## src/rtl/mem_port_arbiter_pkg.sv

```systemverilog
// mem_arb_pkg: shared types and defaults for the memory port arbiter.
//   - default address/data widths
//   - FSM state and owner encodings
//   - read-return tag carried through the latency pipe
//   - saturating increment helper for the starvation counter
package mem_arb_pkg;

   localparam int unsigned DEF_ADDR_W = 16;
   localparam int unsigned DEF_DATA_W = 16;
   localparam int unsigned STARVE_W   = 4;
   localparam int unsigned STAT_W     = 16;

   typedef enum logic [1:0] {
      IDLE    = 2'd0,
      CPU_ACC = 2'd1,
      IO_ACC  = 2'd2
   } arb_state_e;

   typedef enum logic {
      OWN_CPU = 1'b0,
      OWN_IO  = 1'b1
   } owner_e;

   typedef struct packed {
      logic   valid;
      owner_e owner;
   } rd_tag_t;

   // Increment that stops at lim.
   function automatic logic [STARVE_W-1:0] starve_inc(input logic [STARVE_W-1:0] cnt,
                                                      input logic [STARVE_W-1:0] lim);
      return (cnt == lim) ? cnt : cnt + STARVE_W'(1);
   endfunction

endpackage

```

## src/rtl/mem_port_arbiter_if.sv

```systemverilog
// mem_port_arbiter_if: CPU requester, IO requester and memory port bundle.
//   slave  : arbiter view (takes requests and memRdata, drives acks/returns/memory)
//   master : environment view (requesters plus memory model)
interface mem_port_arbiter_if
   import mem_arb_pkg::*;
#(
   parameter int unsigned ADDR_W = DEF_ADDR_W,
   parameter int unsigned DATA_W = DEF_DATA_W
);
   logic              cpuReq;
   logic              cpuWe;
   logic [ADDR_W-1:0] cpuAddr;
   logic [DATA_W-1:0] cpuWdata;
   logic              cpuAck;
   logic              cpuRvalid;
   logic [DATA_W-1:0] cpuRdata;

   logic              ioReq;
   logic              ioWe;
   logic [ADDR_W-1:0] ioAddr;
   logic [DATA_W-1:0] ioWdata;
   logic              ioAck;
   logic              ioRvalid;
   logic [DATA_W-1:0] ioRdata;

   logic              memEn;
   logic              memWe;
   logic [ADDR_W-1:0] memAddr;
   logic [DATA_W-1:0] memWdata;
   logic [DATA_W-1:0] memRdata;

   modport slave (
      input  cpuReq, cpuWe, cpuAddr, cpuWdata,
      input  ioReq, ioWe, ioAddr, ioWdata,
      input  memRdata,
      output cpuAck, cpuRvalid, cpuRdata,
      output ioAck, ioRvalid, ioRdata,
      output memEn, memWe, memAddr, memWdata
   );

   modport master (
      output cpuReq, cpuWe, cpuAddr, cpuWdata,
      output ioReq, ioWe, ioAddr, ioWdata,
      output memRdata,
      input  cpuAck, cpuRvalid, cpuRdata,
      input  ioAck, ioRvalid, ioRdata,
      input  memEn, memWe, memAddr, memWdata
   );

endinterface

```

## src/rtl/mem_port_arbiter_rd_return_pipe.sv

```systemverilog
// mem_rd_return_pipe: delays the {valid, owner} tag of each issued read by
// MEM_LATENCY cycles and steers memRdata to the owning requester.
//   clock, reset       : clock, async active-low reset
//   issue_i, owner_i   : read issued this cycle and its owner
//   mem_rdata_i        : memory read data
//   cpu/io_rvalid_o    : one-cycle return pulse per owner
//   cpu/io_rdata_o     : read data, held between returns
module mem_rd_return_pipe
   import mem_arb_pkg::*;
#(
   parameter int unsigned DATA_W      = DEF_DATA_W,
   parameter int unsigned MEM_LATENCY = 1
) (
   input  logic              clock,
   input  logic              reset,
   input  logic              issue_i,
   input  owner_e            owner_i,
   input  logic [DATA_W-1:0] mem_rdata_i,
   output logic              cpu_rvalid_o,
   output logic [DATA_W-1:0] cpu_rdata_o,
   output logic              io_rvalid_o,
   output logic [DATA_W-1:0] io_rdata_o
);

   rd_tag_t           tag_q [MEM_LATENCY];
   rd_tag_t           tail;
   logic [DATA_W-1:0] cpu_rdata_q;
   logic [DATA_W-1:0] io_rdata_q;

   // Tag shift register; reset discards reads still in flight.
   always_ff @(posedge clock or negedge reset) begin
      if (!reset) begin
         for (int unsigned i = 0; i < MEM_LATENCY; i++) begin
            tag_q[i] <= '0;
         end
      end else begin
         tag_q[0] <= '{valid: issue_i, owner: owner_i};
         for (int unsigned i = 1; i < MEM_LATENCY; i++) begin
            tag_q[i] <= tag_q[i-1];
         end
      end
   end

   assign tail         = tag_q[MEM_LATENCY-1];
   assign cpu_rvalid_o = tail.valid && (tail.owner == OWN_CPU);
   assign io_rvalid_o  = tail.valid && (tail.owner == OWN_IO);

   // Hold the last returned word per owner.
   always_ff @(posedge clock or negedge reset) begin
      if (!reset) begin
         cpu_rdata_q <= '0;
         io_rdata_q  <= '0;
      end else begin
         if (cpu_rvalid_o) cpu_rdata_q <= mem_rdata_i;
         if (io_rvalid_o)  io_rdata_q  <= mem_rdata_i;
      end
   end

   // The memory word is only present during the return cycle, so it bypasses
   // the hold register then and is latched for the following cycles.
   assign cpu_rdata_o = cpu_rvalid_o ? mem_rdata_i : cpu_rdata_q;
   assign io_rdata_o  = io_rvalid_o  ? mem_rdata_i : io_rdata_q;

endmodule

```

## src/rtl/mem_port_arbiter.sv

```systemverilog
// mem_port_arbiter: shares one memory port between a CPU and an IO requester.
//   clock, reset : clock, async active-low reset
//   bus          : requester handshakes, read returns and memory port
// Optional MEM_ARB_STATS_EN adds cpuGrantCnt, ioGrantCnt, conflictCnt
// (saturating grant/conflict counters).
module mem_port_arbiter
   import mem_arb_pkg::*;
#(
   parameter int unsigned ADDR_W       = DEF_ADDR_W,
   parameter int unsigned DATA_W       = DEF_DATA_W,
   parameter int unsigned MEM_LATENCY  = 1,
   parameter int unsigned CPU_PRIORITY = 1,
   parameter int unsigned STARVE_LIMIT = 4
) (
   input logic                clock,
   input logic                reset,
   mem_port_arbiter_if.slave  bus
`ifdef MEM_ARB_STATS_EN
   ,
   output logic [STAT_W-1:0]  cpuGrantCnt,
   output logic [STAT_W-1:0]  ioGrantCnt,
   output logic [STAT_W-1:0]  conflictCnt
`endif
);

   localparam logic [STARVE_W-1:0] STARVE_MAX = STARVE_W'(STARVE_LIMIT);

   arb_state_e          state_q, state_d;
   owner_e              last_q, last_d;
   logic [STARVE_W-1:0] starve_q, starve_d;
   logic                mem_en_q, mem_en_d;
   logic                mem_we_q, mem_we_d;
   logic [ADDR_W-1:0]   mem_addr_q, mem_addr_d;
   logic [DATA_W-1:0]   mem_wdata_q, mem_wdata_d;
   logic                cpu_ack_q, cpu_ack_d;
   logic                io_ack_q, io_ack_d;
   logic                both_req;
   logic                io_win;

   // Winner when at least one requester is active.
   assign both_req = bus.cpuReq & bus.ioReq;
   assign io_win   = !both_req             ? bus.ioReq :
                     (CPU_PRIORITY != 0)   ? (starve_q == STARVE_MAX) :
                                             (last_q == OWN_CPU);

   // Next state and next registered memory/ack outputs.
   always_comb begin
      state_d     = state_q;
      last_d      = last_q;
      starve_d    = starve_q;
      mem_en_d    = 1'b0;
      mem_we_d    = 1'b0;
      mem_addr_d  = '0;
      mem_wdata_d = '0;
      cpu_ack_d   = 1'b0;
      io_ack_d    = 1'b0;
      case (state_q)
         IDLE: begin
            if (bus.cpuReq || bus.ioReq) begin
               mem_en_d = 1'b1;
               if (io_win) begin
                  state_d     = IO_ACC;
                  last_d      = OWN_IO;
                  mem_we_d    = bus.ioWe;
                  mem_addr_d  = bus.ioAddr;
                  mem_wdata_d = bus.ioWdata;
                  io_ack_d    = 1'b1;
               end else begin
                  state_d     = CPU_ACC;
                  last_d      = OWN_CPU;
                  mem_we_d    = bus.cpuWe;
                  mem_addr_d  = bus.cpuAddr;
                  mem_wdata_d = bus.cpuWdata;
                  cpu_ack_d   = 1'b1;
               end
            end
            starve_d = (!bus.ioReq || io_win) ? '0 : starve_inc(starve_q, STARVE_MAX);
         end
         CPU_ACC, IO_ACC: state_d = IDLE;
         default:         state_d = IDLE;
      endcase
   end

   always_ff @(posedge clock or negedge reset) begin
      if (!reset) begin
         state_q     <= IDLE;
         last_q      <= OWN_IO;
         starve_q    <= '0;
         mem_en_q    <= 1'b0;
         mem_we_q    <= 1'b0;
         mem_addr_q  <= '0;
         mem_wdata_q <= '0;
         cpu_ack_q   <= 1'b0;
         io_ack_q    <= 1'b0;
      end else begin
         state_q     <= state_d;
         last_q      <= last_d;
         starve_q    <= starve_d;
         mem_en_q    <= mem_en_d;
         mem_we_q    <= mem_we_d;
         mem_addr_q  <= mem_addr_d;
         mem_wdata_q <= mem_wdata_d;
         cpu_ack_q   <= cpu_ack_d;
         io_ack_q    <= io_ack_d;
      end
   end

   assign bus.memEn    = mem_en_q;
   assign bus.memWe    = mem_we_q;
   assign bus.memAddr  = mem_addr_q;
   assign bus.memWdata = mem_wdata_q;
   assign bus.cpuAck   = cpu_ack_q;
   assign bus.ioAck    = io_ack_q;

   logic              cpu_rvalid, io_rvalid;
   logic [DATA_W-1:0] cpu_rdata, io_rdata;

   mem_rd_return_pipe #(
      .DATA_W      (DATA_W),
      .MEM_LATENCY (MEM_LATENCY)
   ) u_rd_pipe (
      .clock        (clock),
      .reset        (reset),
      .issue_i      (mem_en_q & ~mem_we_q),
      .owner_i      ((state_q == IO_ACC) ? OWN_IO : OWN_CPU),
      .mem_rdata_i  (bus.memRdata),
      .cpu_rvalid_o (cpu_rvalid),
      .cpu_rdata_o  (cpu_rdata),
      .io_rvalid_o  (io_rvalid),
      .io_rdata_o   (io_rdata)
   );

   assign bus.cpuRvalid = cpu_rvalid;
   assign bus.cpuRdata  = cpu_rdata;
   assign bus.ioRvalid  = io_rvalid;
   assign bus.ioRdata   = io_rdata;

`ifdef MEM_ARB_STATS_EN
   logic              cpu_grant, io_grant, conflict;
   logic [STAT_W-1:0] cpu_gcnt_q, io_gcnt_q, conflict_q;

   assign cpu_grant = (state_q == IDLE) && (state_d == CPU_ACC);
   assign io_grant  = (state_q == IDLE) && (state_d == IO_ACC);
   assign conflict  = (state_q == IDLE) && both_req;

   // Saturating grant/conflict statistics.
   always_ff @(posedge clock or negedge reset) begin
      if (!reset) begin
         cpu_gcnt_q <= '0;
         io_gcnt_q  <= '0;
         conflict_q <= '0;
      end else begin
         if (cpu_grant && (cpu_gcnt_q != '1)) cpu_gcnt_q <= cpu_gcnt_q + STAT_W'(1);
         if (io_grant  && (io_gcnt_q  != '1)) io_gcnt_q  <= io_gcnt_q  + STAT_W'(1);
         if (conflict  && (conflict_q != '1)) conflict_q <= conflict_q + STAT_W'(1);
      end
   end

   assign cpuGrantCnt = cpu_gcnt_q;
   assign ioGrantCnt  = io_gcnt_q;
   assign conflictCnt = conflict_q;
`endif

endmodule

```

## src/flat_wrapper.sv

```systemverilog
// flat-port wrapper written by rule: the top's interface ports become plain ports
module mem_port_arbiter_flat import mem_arb_pkg::*;
#(
   parameter int unsigned ADDR_W       = DEF_ADDR_W,
   parameter int unsigned DATA_W       = DEF_DATA_W,
   parameter int unsigned MEM_LATENCY  = 1,
   parameter int unsigned CPU_PRIORITY = 1,
   parameter int unsigned STARVE_LIMIT = 4
)
  (clock, reset, bus_cpuReq, bus_cpuWe, bus_cpuAddr, bus_cpuWdata, bus_ioReq, bus_ioWe, bus_ioAddr, bus_ioWdata, bus_memRdata, bus_cpuAck, bus_cpuRvalid, bus_cpuRdata, bus_ioAck, bus_ioRvalid, bus_ioRdata, bus_memEn, bus_memWe, bus_memAddr, bus_memWdata);
  mem_port_arbiter_if #(.ADDR_W(ADDR_W), .DATA_W(DATA_W)) bus_i ();
  input logic clock;
  input logic reset;
  input wire logic [$bits(bus_i.cpuReq)-1:0] bus_cpuReq;
  input wire logic [$bits(bus_i.cpuWe)-1:0] bus_cpuWe;
  input wire logic [$bits(bus_i.cpuAddr)-1:0] bus_cpuAddr;
  input wire logic [$bits(bus_i.cpuWdata)-1:0] bus_cpuWdata;
  input wire logic [$bits(bus_i.ioReq)-1:0] bus_ioReq;
  input wire logic [$bits(bus_i.ioWe)-1:0] bus_ioWe;
  input wire logic [$bits(bus_i.ioAddr)-1:0] bus_ioAddr;
  input wire logic [$bits(bus_i.ioWdata)-1:0] bus_ioWdata;
  input wire logic [$bits(bus_i.memRdata)-1:0] bus_memRdata;
  output wire logic [$bits(bus_i.cpuAck)-1:0] bus_cpuAck;
  output wire logic [$bits(bus_i.cpuRvalid)-1:0] bus_cpuRvalid;
  output wire logic [$bits(bus_i.cpuRdata)-1:0] bus_cpuRdata;
  output wire logic [$bits(bus_i.ioAck)-1:0] bus_ioAck;
  output wire logic [$bits(bus_i.ioRvalid)-1:0] bus_ioRvalid;
  output wire logic [$bits(bus_i.ioRdata)-1:0] bus_ioRdata;
  output wire logic [$bits(bus_i.memEn)-1:0] bus_memEn;
  output wire logic [$bits(bus_i.memWe)-1:0] bus_memWe;
  output wire logic [$bits(bus_i.memAddr)-1:0] bus_memAddr;
  output wire logic [$bits(bus_i.memWdata)-1:0] bus_memWdata;
  assign bus_i.cpuReq = bus_cpuReq;
  assign bus_i.cpuWe = bus_cpuWe;
  assign bus_i.cpuAddr = bus_cpuAddr;
  assign bus_i.cpuWdata = bus_cpuWdata;
  assign bus_i.ioReq = bus_ioReq;
  assign bus_i.ioWe = bus_ioWe;
  assign bus_i.ioAddr = bus_ioAddr;
  assign bus_i.ioWdata = bus_ioWdata;
  assign bus_i.memRdata = bus_memRdata;
  assign bus_cpuAck = bus_i.cpuAck;
  assign bus_cpuRvalid = bus_i.cpuRvalid;
  assign bus_cpuRdata = bus_i.cpuRdata;
  assign bus_ioAck = bus_i.ioAck;
  assign bus_ioRvalid = bus_i.ioRvalid;
  assign bus_ioRdata = bus_i.ioRdata;
  assign bus_memEn = bus_i.memEn;
  assign bus_memWe = bus_i.memWe;
  assign bus_memAddr = bus_i.memAddr;
  assign bus_memWdata = bus_i.memWdata;
  mem_port_arbiter #(.ADDR_W(ADDR_W), .DATA_W(DATA_W), .MEM_LATENCY(MEM_LATENCY), .CPU_PRIORITY(CPU_PRIORITY), .STARVE_LIMIT(STARVE_LIMIT)) u_core (.clock(clock), .reset(reset), .bus(bus_i));
endmodule
```

## config.mk

```make
export PLATFORM = sky130hd
export DESIGN_NAME = mem_port_arbiter_flat
export DESIGN_NICKNAME = d
export VERILOG_FILES = /design/src/rtl/mem_port_arbiter_pkg.sv /design/src/rtl/mem_port_arbiter_if.sv /design/src/rtl/mem_port_arbiter_rd_return_pipe.sv /design/src/rtl/mem_port_arbiter.sv /design/src/flat_wrapper.sv
export SDC_FILE = /design/constraint.sdc
export NUM_CORES = 1
export LEC_CHECK = 0
export BUFFER_PORTS_ARGS = -buffer_cell sky130_fd_sc_hd__buf_2
export CAP_MARGIN = 20
export CORE_ASPECT_RATIO = 0.9
export CORE_UTILIZATION = 45
export CTS_BUF_LIST = sky130_fd_sc_hd__clkbuf_8
export CTS_CLUSTER_SIZE = 14
export DETAILED_ROUTE_END_ITERATION = 10
export PLACE_DENSITY_LB_ADDON = 0.12
export REMOVE_ABC_BUFFERS = 1
export SLEW_MARGIN = 20
export SYNTH_ARGS = -nofsm -noshare
export SYNTH_HDL_FRONTEND = slang
export SYNTH_HIERARCHICAL = 1
export SYNTH_SLANG_ARGS = --single-unit
```

## constraint.sdc

```tcl
create_clock -name clock -period 2.5 [get_ports clock]
set_clock_uncertainty 0.1 [all_clocks]
set_input_delay 0.25 -clock clock [delete_from_list [all_inputs] [get_ports clock]]
set_output_delay 0.25 -clock clock [all_outputs]
set_load 0.02 [all_outputs]
```

* Word-level counts from Yosys, hierarchy flattened
Index checks and enable logic that the tools add are counted.
** Storage, ports and cells
- Register bits :: 76
- Input bits :: 86
- Output and inout bits :: 70
- Word-level logic and storage cells :: 54
** Cells by class
- Add/subtract/negate cells :: 1
- Equal/unequal tests :: 4
- Multiplexer cells :: 26
- Bitwise gates (word level) :: 4
- Reduce and logical (&&, ||, !) cells :: 7
** Operators by type and width (count)
- 2-to-1 mux 16 bit :: 8
- 2-to-1 mux 1 bit :: 13
- 2-to-1 mux 4 bit :: 2
- 2-to-1 mux 2 bit :: 3
- adder 4 x 1 -> 4 bit, second input constant :: 1
- equality test 4 x 3 -> 1 bit, second input constant :: 1
- inequality test 2 x 1 -> 1 bit, second input constant :: 2
- bitwise AND 1 bit :: 2
- equality test 2 bit, second input constant :: 1
- logical AND 1 bit :: 2
- logical NOT 2 bit :: 1
- logical OR 1 bit :: 2
- NOT 1 bit :: 2
- AND reduction 2 bit :: 1
- logical NOT 1 bit :: 1

* Logic depth before layout (Yosys ltp)
Gate-level depths: netlist of the first run.
- Depth after elaboration :: 5
- Depth in mapped cells :: 7
- Depth with buffers taken out :: 5

* Modules after synthesis
The synthesis of the first run kept the hierarchy.
** By module, submodules not included
- mem_port_arbiter :: times used 1, cells an instance 189, area an instance 1985.7 um2, sequential area each 1051.0 um2
- mem_rd_return_pipe :: times used 1, cells an instance 73, area an instance 1301.2 um2, sequential area each 850.8 um2

* Least setup slack after synthesis of the first run
No wires, ideal clock.
- Path type :: flip-flop to flip-flop
- Start :: register u_core.starve_q[0]
- End :: register u_core.mem_addr_q[0], in the netlist u_core/bus.memAddr[0]
- Library setup time :: 0.080 ns
- Arrival time :: 1.431 ns
- Data required time :: 2.320 ns
- Setup slack :: 0.889 ns
- Cell stages (with the launch flop) :: 8
- Path buffers :: 2
- Clock period less this slack :: 1.611 ns
- Cell sequence :: dfrtp_1 > inv_1 > ha_1 > and3b_2 > a21o_1 > buf_6 > buf_8 > o22ai_2
** Between the ends
- Word-level cells in the longest chain between the ends :: 5
** RTL lines
- start: declaration :: line mem_port_arbiter.sv:30 : logic [STARVE_W-1:0] starve_q, starve_d;
- start signal: assignment :: line mem_port_arbiter.sv:98 : starve_q <= starve_d;
- equality test 4 x 3 -> 1 bit :: line mem_port_arbiter.sv:43 : (CPU_PRIORITY != 0) ? (starve_q == STARVE_MAX) :
- 2-to-1 mux 1 bit :: line mem_port_arbiter.sv:42 : assign io_win = !both_req ? bus.ioReq :
- 2-to-1 mux 16 bit :: line mem_port_arbiter.sv:61 : if (io_win) begin
- 2-to-1 mux 16 bit :: line mem_port_arbiter.sv:59 : if (bus.cpuReq || bus.ioReq) begin
- 2-to-1 mux 16 bit :: line mem_port_arbiter.sv:57 : case (state_q)
- via u_core.mem_addr_d[0] :: line mem_port_arbiter.sv:33 : logic [ADDR_W-1:0] mem_addr_q, mem_addr_d;
- end signal: assignment :: line mem_port_arbiter.sv:101 : mem_addr_q <= mem_addr_d;
- end: declaration :: line mem_port_arbiter.sv:33
The timed path passes the listed nets, and every way through them passes these cells.
A chain may end at the register's enable or synchronous reset.

* Final worst setup path of the first run
- Start :: register u_core/u_rd_pipe/tag_q[1] (netlist bit)
- End :: output bus_cpuRdata[0]
** Between the ends
- Word-level cells in the longest chain between the ends :: 2
** RTL lines
- start: declaration :: line mem_port_arbiter_rd_return_pipe.sv:25 : rd_tag_t tag_q [MEM_LATENCY];
- start signal: indexed assignment :: line mem_port_arbiter_rd_return_pipe.sv:39 : tag_q[i] <= tag_q[i-1];
- logical AND 1 bit :: line mem_port_arbiter_rd_return_pipe.sv:45 : assign cpu_rvalid_o = tail.valid && (tail.owner == OWN_CPU);
- 2-to-1 mux 16 bit :: line mem_port_arbiter_rd_return_pipe.sv:61 : assign cpu_rdata_o = cpu_rvalid_o ? mem_rdata_i : cpu_rdata_q;
- end: declaration :: line flat_wrapper.sv:25 : output wire logic [$bits(bus_i.cpuRdata)-1:0] bus_cpuRdata;
Every way passes these cells.

==> results of run 1 <==
==> registers in the layout, indices dropped and copies added, names as in the netlist <==
| register | count |
|---|---|
| u_core/bus.memWdata | 16 |
| u_core/state_q | 2 |
| u_core/u_rd_pipe/tag_q | 2 |
| u_core/bus.memWe | 1 |
| u_core/bus.cpuAck | 1 |
| u_core/u_rd_pipe/cpu_rdata_q | 16 |
| u_core/starve_q | 4 |
| u_core/bus.memAddr | 16 |
| u_core/bus.memEn | 1 |
| u_core/bus.ioAck | 1 |
| u_core/u_rd_pipe/io_rdata_q | 16 |
==> kinds of logic after synthesis <==
group	synth area share
AOI/OAI and AO/OA	0.131
adders and majority gates	0.00761
buffers and inverters	0.0502
DFF	0.579
muxes	0.123
and+or+nand+nor	0.110
==> cell usage after synthesis (2+ instances only) <==
library cell	count
buf_6	2
clkbuf_1	7
buf_8	3
o22ai_2	28
nor2_1	7
dfrtp_1	76
nand2_1	71
o22ai_1	6
buf_4	3
o21ai_0	2
mux2_2	23
mux2_4	9
nor2b_1	2
inv_1	5
buf_2	2
or2_2	2
ha_1	2
==> per-layer routing <==
metal	GRT usage	share of wire	wire length, um
met4	0.0781	0.019	131
met1	0.233	0.43	3010
met3	0.0714	0.087	609
met2	0.322	0.46	3230
met5	0	0	0
==> through the flow <==
stage          setup slack, ps  hold slack [ps]
5_1_grt                    436             48.8
3_5_place_dp               683              313
3_3_place_gp               721              321
6_report                   519             60.9
4_1_cts                    483             41.0
2_1_floorplan             -652             -146
==> how the worst max path moves through the flow <==
stage	startpoint	endpoint	slack (ps)	depth (start not counted)
2_1_floorplan	u_core/state_q[1]	u_core/starve_q[2]	-650	3
3_3_place_gp	u_core/starve_q[0]	u_core/bus.memWdata[15]	720	6
3_5_place_dp	u_core/starve_q[0]	u_core/bus.memWdata[15]	680	6
4_1_cts	u_core/u_rd_pipe/tag_q[1]	bus_ioRdata[9]	480	3
5_1_grt	u_core/u_rd_pipe/tag_q[1]	bus_ioRdata[9]	440	3
6_report	u_core/u_rd_pipe/tag_q[1]	bus_cpuRdata[0]	520	4
==> worst register-to-register path: cells and delay by family, from the launching register on <==
family / cells / cell delay (ps)
buffers and inverters: 2 / 470
adders and majority gates: 1 / 160
AOI/OAI and AO/OA: 2 / 310
DFF: 1 / 410
and+or+nand+nor: 1 / 250
==> final cells by class <==
| class | instances | area [sq um] |
|---|---|---|
| Fill cell | 632 | 2760 |
| Clock inverter | 5 | 51.3 |
| Inverter | 5 | 18.8 |
| Timing Repair Buffer | 163 | 841 |
| Clock buffer | 11 | 151 |
| Tap cell | 93 | 116 |
| Sequential cell | 76 | 1900 |
| Multi-Input combinational cell | 163 | 1230 |
==> repair_timing <==
item | 4_1_cts | 5_1_grt
hold buffers | 1 | 0
hold endpoints to repair | 2 | 0
endpoints found under the setup margin | 0 | 0
setup buffers | 0 | 0
==> power groups by stage <==
stage	logic [mW]	registers (mW)	clock network [mW]
global route	1.28	1.56	1.03
global placement	1.18	1.55	0
detailed placement	1.20	1.56	0
floorplan	0.717	1.62	0
finish	1.18	1.54	0.930
CTS	1.20	1.54	0.963
==> impl_results.md, run 1 <==
- Post-synth ARST share: 1.00
- Avg Vias per Cell: 4.86
- WP data arrival: 1630 ps
- Global Route Usage Sum: 0.196
- DRT antenna net count: 0
- End of the worst register-to-register path: u_core/bus.memWdata[15]
- Synth area leaders: dfrtp_1 58%, o22ai_2 11%, nand2_1 8.1%
- Clock share of power: 0.255
- CTS resizes: 0
- Starting Density: 0.465
- Util after Layout: 0.610
- Final instance area: 0.00432 sq mm
- Reg2reg start: u_core/starve_q[0]
- Die Footprint: 0.00765 sq mm
- CP Cell Sequence: nand2b_1, buf_4, mux2_2, buf_2
- P_int: 2.46 mW
- Worst slew margin: 0.379
- Count of final setup violators: 0
- Later-pin clock latency in the skew report: 320 ps
- Fmax: 505 MHz
- Actual slew at the worst max-slew pin: 932 ps
- Core Rows: 29
- Drt pass-1 iters: 6
- Final WL: 6980 um
- Core area: 0.00708 sq mm
- Clk sinks: 76
- DPL Wire Length: 4890 um
- Placed insts: 499
- Syn Inst Count: 262
- Initial antenna violation count: 0
- Yosys cell types: 29
- Hold Vio Cnt, Final: 0
- Clk root buf: clkbuf_8
- R2R Setup Slk: 680 ps
- Top FF cell, synth: dfrtp_1
- Most common cell after layout, fill and taps aside: buf_2
- Max rail drop VDD: 0.000308 V
- Net switching power figure: 1.18 mW
- Tightest Hold Check Type: input pin to flip-flop
- Worst EP required: 2150 ps
- Ports: 156
- Die height: 83.1 um
- RSZ-0062 raised after global routing: no
- Total power: 3.64 mW
- Most frequent cells in the layout: 154 x buf_2, 76 x dfrtp_1, 71 x nand2_1
- Worst Reg2Reg Path Length in Cells: 6
- Largest net degree at the start of global routing: 77
- Diodes inserted: 0
- Status: complete, no violations
- Synthesized area: 0.00329 sq mm
- Initial DRC Count: 94
- CTS H-tree lvls: 3
- Layout net count: 506
- DP Area: 0.00410 sq mm
- Reg clk slew, reported paths: 80 ps
- Mean Syn Cell Area: 12.5 sq um
- Setup TNS: 0 ps
- Pwr Density: 845 mW/mm^2
- Max-Cap Viols: 0
- Detailed-route DRC error count: 0
- First-pass GRT wire length: 11700 um
- Post-synth EDFFs: 0
- Slew Limit Fails: 0
- Layout cells sized above 1: 0.574
- Slowest-stage cell, CP: mux2_2
- Final Cycle Share: 0.793
- Vias in the first global route: 2541
- Num CTS Buffers: 9
- Startpoint Class: flip-flop
- Largest area contributor in the netlist: dfrtp_1
- Seq/Total Area, Yosys: 0.579
- Crit Path Class: flip-flop to output pin
- Crit end category: output pin
- Buf+Inv Stages, Crit Path: 2
- Min Tclk post-route: 1980 ps
- Max clock buf depth: 2
- Routed len/inst: 13.5 um
- Net Sw Frac: 0.324
- GRT overflow: 0
- Synth-to-Final Area Change: 31.3%
- TritonCTS clock tree: yes
- Share of the synthesized area in the top cell type: 0.579
- Reg power frac: 0.422
- Min-delay src: bus_ioWdata[7]
- CP max FO: 17
- IO buf count: 155
- Placer Congestion: 0.718
- Final Non-Filler Cells: 516
- Seq cells post-synth: 76
- Die width: 92.1 um
- Largest delay contributor family on the critical path: buffers and inverters
- Ys Warns: 6
- Hold Path Cell Cnt: 3
- Logic pwr share: 0.323
- P_leak: 2.29 nW
- Max incr delay on CP: 400 ps
- Vias: 2508
- Hold EP: u_core/bus.memWdata[7]
Note: power is estimated with default switching activity, not from simulation.
==> run 2, diff against run 1 <==
Clock period 2.5 ns to 2 ns, I/O delays scaled along.
==> impl_results.md, run 2 (synthesized netlist as in run 1, its figures left out) <==
- Status: complete, no violations
- Slowest-stage cell, CP: dfrtp_1
- Layout cells sized above 1: 0.539
- Drt pass-1 iters: 6
- Storage element area: 0.00190 sq mm
- Hold WS: 22.5 ps
- Vias: 2591
- Worst slew margin: 0.680
- Net switching power figure: 1.51 mW
- P_int: 3.09 mW
- Initial antenna violation count: 0
- Placed insts: 500
- Placer Congestion: 0.715
- Synth-to-Final Area Change: 41.1%
- WP data arrival: 1610 ps
- Most common cell after layout, fill and taps aside: buf_2
- Pwr Density: 991 mW/mm^2
- Detailed-route DRC error count: 0
- Die width: 92.1 um
- Net Sw Frac: 0.327
- Buf+Inv Stages, Crit Path: 2
- CP max FO: 17
- Avg Vias per Cell: 4.76
- P_leak: 2.44 nW
- Largest delay contributor family on the critical path: flip-flops
- CTS H-tree lvls: 3
- Routed len/inst: 13.9 um
- CP Cell Sequence: nand2b_1, buf_12, mux2_2, buf_2
- Core Rows: 29
- DRT antenna net count: 0
- Final WL: 7570 um
- Slew Limit Fails: 0
- WP depth: 4
- Max clock buf depth: 2
- Reg clk slew, reported paths: 70 ps
- RSZ-0062 raised after global routing: no
- Die height: 83.1 um
- Count of final setup violators: 0
- TritonCTS clock tree: yes
- Worst EP required: 1700 ps
- Starting Density: 0.465
- Total power: 4.60 mW
- Initial DRC Count: 93
- Largest net degree at the start of global routing: 42
- Final Non-Filler Cells: 544
- Actual slew at the worst max-slew pin: 480 ps
- Fmax: 523 MHz
- Final Cycle Share: 0.956
- IO buf count: 155
- Clk sinks: 76
- Tightest Hold Check Type: input pin to flip-flop
- Startpoint Class: flip-flop
- Clock share of power: 0.245
- Vias in the first global route: 2562
- DPL Wire Length: 5060 um
- Crit Path Class: flip-flop to output pin
- Diodes inserted: 0
- Later-pin clock latency in the skew report: 330 ps
- Clk root buf: clkbuf_8
- Min Tclk post-route: 1910 ps
- First-pass GRT wire length: 12200 um
- Hold Path Cell Cnt: 3
- Setup Buffers After CTS: 0
- Global Route Usage Sum: 0.207
- Ports: 156
- # fillers: 594
- Util after Layout: 0.656
- Reg power frac: 0.418
- Multi-input logic area: 0.00124 sq mm
- Most frequent cells in the layout: 154 x buf_2, 76 x dfrtp_1, 71 x nand2_1
- Max incr delay on CP: 390 ps
- Hold Vio Cnt, Final: 0
- Core area: 0.00708 sq mm
- Max-Cap Viols: 0
- Max rail drop VDD: 0.000382 V
- Layout net count: 534
- Worst Reg2Reg Path Length in Cells: 6
- Num CTS Buffers: 9
- Die Footprint: 0.00765 sq mm
- Crit end category: output pin
- GRT overflow: 0
- Logic pwr share: 0.337
run 2: cell count changes in the layout (fill, tap and decap cells not counted):
cell           delta
clkinvlp_4        -1
nand2_2           -1
inv_1             +1
clkinv_4          +1
clkbuf_8          -1
buf_12            +4
dlygate4sd3_1    +27
buf_4             -3
nand2_4           +1
run 2: worst paths after layout:
check	start	end	slack, ps
min in group asynchronous	reset	u_core/u_rd_pipe/cpu_rdata_q[10]	270
max reg2reg	u_core/starve_q[0]	u_core/bus.memWdata[13]	300
max	u_core/u_rd_pipe/tag_q[0]	bus_cpuRdata[2]	90
min reg2reg	u_core/bus.memWe	u_core/u_rd_pipe/tag_q[1]	340
min	bus_cpuWdata[10]	u_core/bus.memWdata[10]	20
max in group asynchronous	reset	u_core/u_rd_pipe/io_rdata_q[6]	940
run 2: worst register-to-register path: stages, from the launching register on:
cell and delay [ps]:
dfrtp_1 390, inv_1 70, ha_1 200, and3b_2 250
a21o_1 220, buf_4 200, o22ai_2 190
run 2: power by group through the flow:
stage	sequential [mW]	clock, mW	combinational (mW)
3_3_place_gp	1.94	0	1.48
5_1_grt	1.95	1.25	1.67
4_1_cts	1.93	1.17	1.55
6_report	1.92	1.13	1.55
3_5_place_dp	1.95	0	1.51
2_1_floorplan	2.02	0	0.896
run 2: metal layers:
metal  wire length [um]  GRT usage  up-vias
met3                594     0.0769        8
met5                  0          0        -
met2               3630      0.322      114
li1                   -          -     1255
met4                 95     0.0767        0
met1               3240      0.266     1214
run 2: what timing repair did:
action / CTS / global route
setup endpoints to repair: 0 / 23
hold buffers: 24 / 4
endpoints found under the hold margin: 50 / 4
gates resized for setup: 0 / 4
run 2: metrics by stage:
step | setup slack [ps] | cell area (sq um) | TNS [ps]
6_report | 88.9 | 4640 | 0
5_1_grt | 0.681 | 4640 | 0
3_3_place_gp | 369 | 4150 | 0
3_5_place_dp | 320 | 4150 | 0
4_1_cts | 13.0 | 4580 | 0
2_1_floorplan | -1150 | 3140 | -39900
run 2: layout make-up:
class | instances | area share
clock buffer | 10 | 0.0297
clock inverter | 6 | 0.0121
inverter | 5 | 0.00405
multi-input combinational | 163 | 0.267
sequential | 76 | 0.410
tap | 93 | 0.0251
timing repair buffer | 191 | 0.252
==> run 3, diff against run 2 <==
Settings changed: CORE_MARGIN from default to 3, PLACE_DENSITY from default to 0.84, PLACE_DENSITY_LB_ADDON 0.12 to default.
==> impl_results.md, run 3 (synthesized netlist as in run 1, its figures left out) <==
- Actual slew at the worst max-slew pin: 493 ps
- CP Cell Sequence: nand2_2, mux2_2, buf_2
- Status: complete, no violations
- Most frequent cells in the layout: 154 x buf_2, 76 x dfrtp_1, 71 x nand2_1
- Detailed-route DRC error count: 0
- Pwr Density: 1030 mW/mm^2
- WP data arrival: 1650 ps
- Max-Cap Viols: 0
- Final Cycle Share: 0.975
- Max rail drop VDD: 0.000523 V
- Largest net degree at the start of global routing: 49
- Placer Congestion: 0.845
- Reg clk slew, reported paths: 80 ps
- Later-pin clock latency in the skew report: 330 ps
- Most common cell after layout, fill and taps aside: buf_2
- # fillers: 496
- Clock share of power: 0.263
- Hold Vio Cnt, Final: 0
- Die Footprint: 0.00837 sq mm
- Clk sinks: 76
- Reg power frac: 0.407
- CTS resizes: 0
- P_int: 3.21 mW
- Slew Limit Fails: 0
- Diodes inserted: 0
- Initial antenna violation count: 0
- Max incr delay on CP: 410 ps
- Die height: 87.1 um
- Num CTS Buffers: 9
- Global Route Usage Sum: 0.205
- Ports: 156
- DRT antenna net count: 0
- Tightest Hold Check Type: input pin to flip-flop
- Logic pwr share: 0.330
- Core area: 0.00683 sq mm
- Routed len/inst: 15.6 um
- Worst slew margin: 0.672
- Clk root buf: clkbuf_8
- Max clock buf depth: 2
- CTS H-tree lvls: 3
- GRT overflow: 0
- Worst EP required: 1700 ps
- Vias in the first global route: 2790
- Hold WS: 16.9 ps
- Multi-input logic area: 0.00123 sq mm
- IO buf count: 155
- DP Area: 0.00414 sq mm
- Layout cells sized above 1: 0.543
- Min Tclk post-route: 1950 ps
- Die width: 96.1 um
- Core Rows: 28
- Final WL: 8340 um
- DPL Wire Length: 5750 um
- Avg Vias per Cell: 5.04
- First-pass GRT wire length: 13000 um
- CP max FO: 17
- Count of final setup violators: 0
- Layout net count: 528
- Setup Buffers After CTS: 0
- TritonCTS clock tree: yes
- P_leak: 2.41 nW
- Final instance area: 0.00460 sq mm
- Vias: 2691
- Fmax: 513 MHz
- RSZ-0062 raised after global routing: yes
- Initial DRC Count: 109
- Net Sw Frac: 0.323
- Starting Density: 0.481
- Util after Layout: 0.673
- Drt pass-1 iters: 4
- Synth-to-Final Area Change: 39.9%
- Crit end category: output pin
- Crit Path Class: flip-flop to output pin
- Slowest-stage cell, CP: mux2_2
- Startpoint Class: flip-flop
- Setup TNS: 0 ps
- Storage element area: 0.00190 sq mm
- Net switching power figure: 1.53 mW
[run 3: cell types whose count changed in the layout (fill, tap and decap cells not counted)]
| cell | change |
|---|---|
| nand2_4 | -1 |
| clkinv_2 | -1 |
| inv_1 | -1 |
| bufinv_16 | +1 |
| dlygate4sd3_1 | -4 |
| buf_4 | -2 |
| nand2_2 | +1 |
[run 3: power groups by stage]
stage          logic [mW]  clock network [mW]  registers (mW)
2_1_floorplan       0.896                   0            2.02
3_3_place_gp         1.49                   0            1.94
3_5_place_dp         1.54                   0            1.96
4_1_cts              1.57                1.28            1.94
5_1_grt              1.69                1.36            1.96
6_report             1.57                1.25            1.93
[run 3: layout make-up]
type                       instances  share of cell area
clock buffer                      10              0.0299
clock inverter                     5              0.0169
inverter                           5             0.00408
multi-input combinational        163               0.269
sequential                        76               0.414
tap                               90              0.0245
timing repair buffer             185               0.242
[run 3: critical path: cells and delay by family, from the launching register on]
family / cells / cell delay, ps
mux: 1 / 410
buf+inv: 1 / 170
simple gates: 1 / 340
flops: 1 / 390
[run 3: final timing paths]
path / start / to / slack (ps) / cells after the start
setup / recovery: u_core/u_rd_pipe/tag_q[1] / bus_ioRdata[12] / 50 / 3
hold / removal: bus_ioWdata[15] / u_core/bus.memWdata[15] / 20 / 3
setup reg to reg: u_core/starve_q[0] / u_core/bus.memWdata[8] / 250 / 6
hold reg to reg: u_core/bus.memWe / u_core/u_rd_pipe/tag_q[1] / 330 / 1
max in group asynchronous: reset / u_core/u_rd_pipe/io_rdata_q[10] / 950 / 3
min in group asynchronous: reset / u_core/u_rd_pipe/cpu_rdata_q[3] / 270 / 2
[run 3: metal layers]
metal,vias to the layer above,GRT usage,share of wire
met5,-,0,0
met4,0,0.0530,0.011
met3,11,0.0951,0.13
met2,163,0.345,0.48
met1,1267,0.234,0.38
li1,1250,-,-
[run 3: stage by stage]
step	power (mW)	setup WS (ps)	cells
finish	4.75	49.4	534
global route	5.02	-22.8	534
CTS	4.79	23.1	531
detailed placement	3.50	268	495
global placement	3.43	323	495
floorplan	2.92	-1150	244
[run 3: repair_timing]
action,in CTS,in global routing
hold buffers,21,3
setup endpoints to repair,0,13
endpoints found under the hold margin,50,3
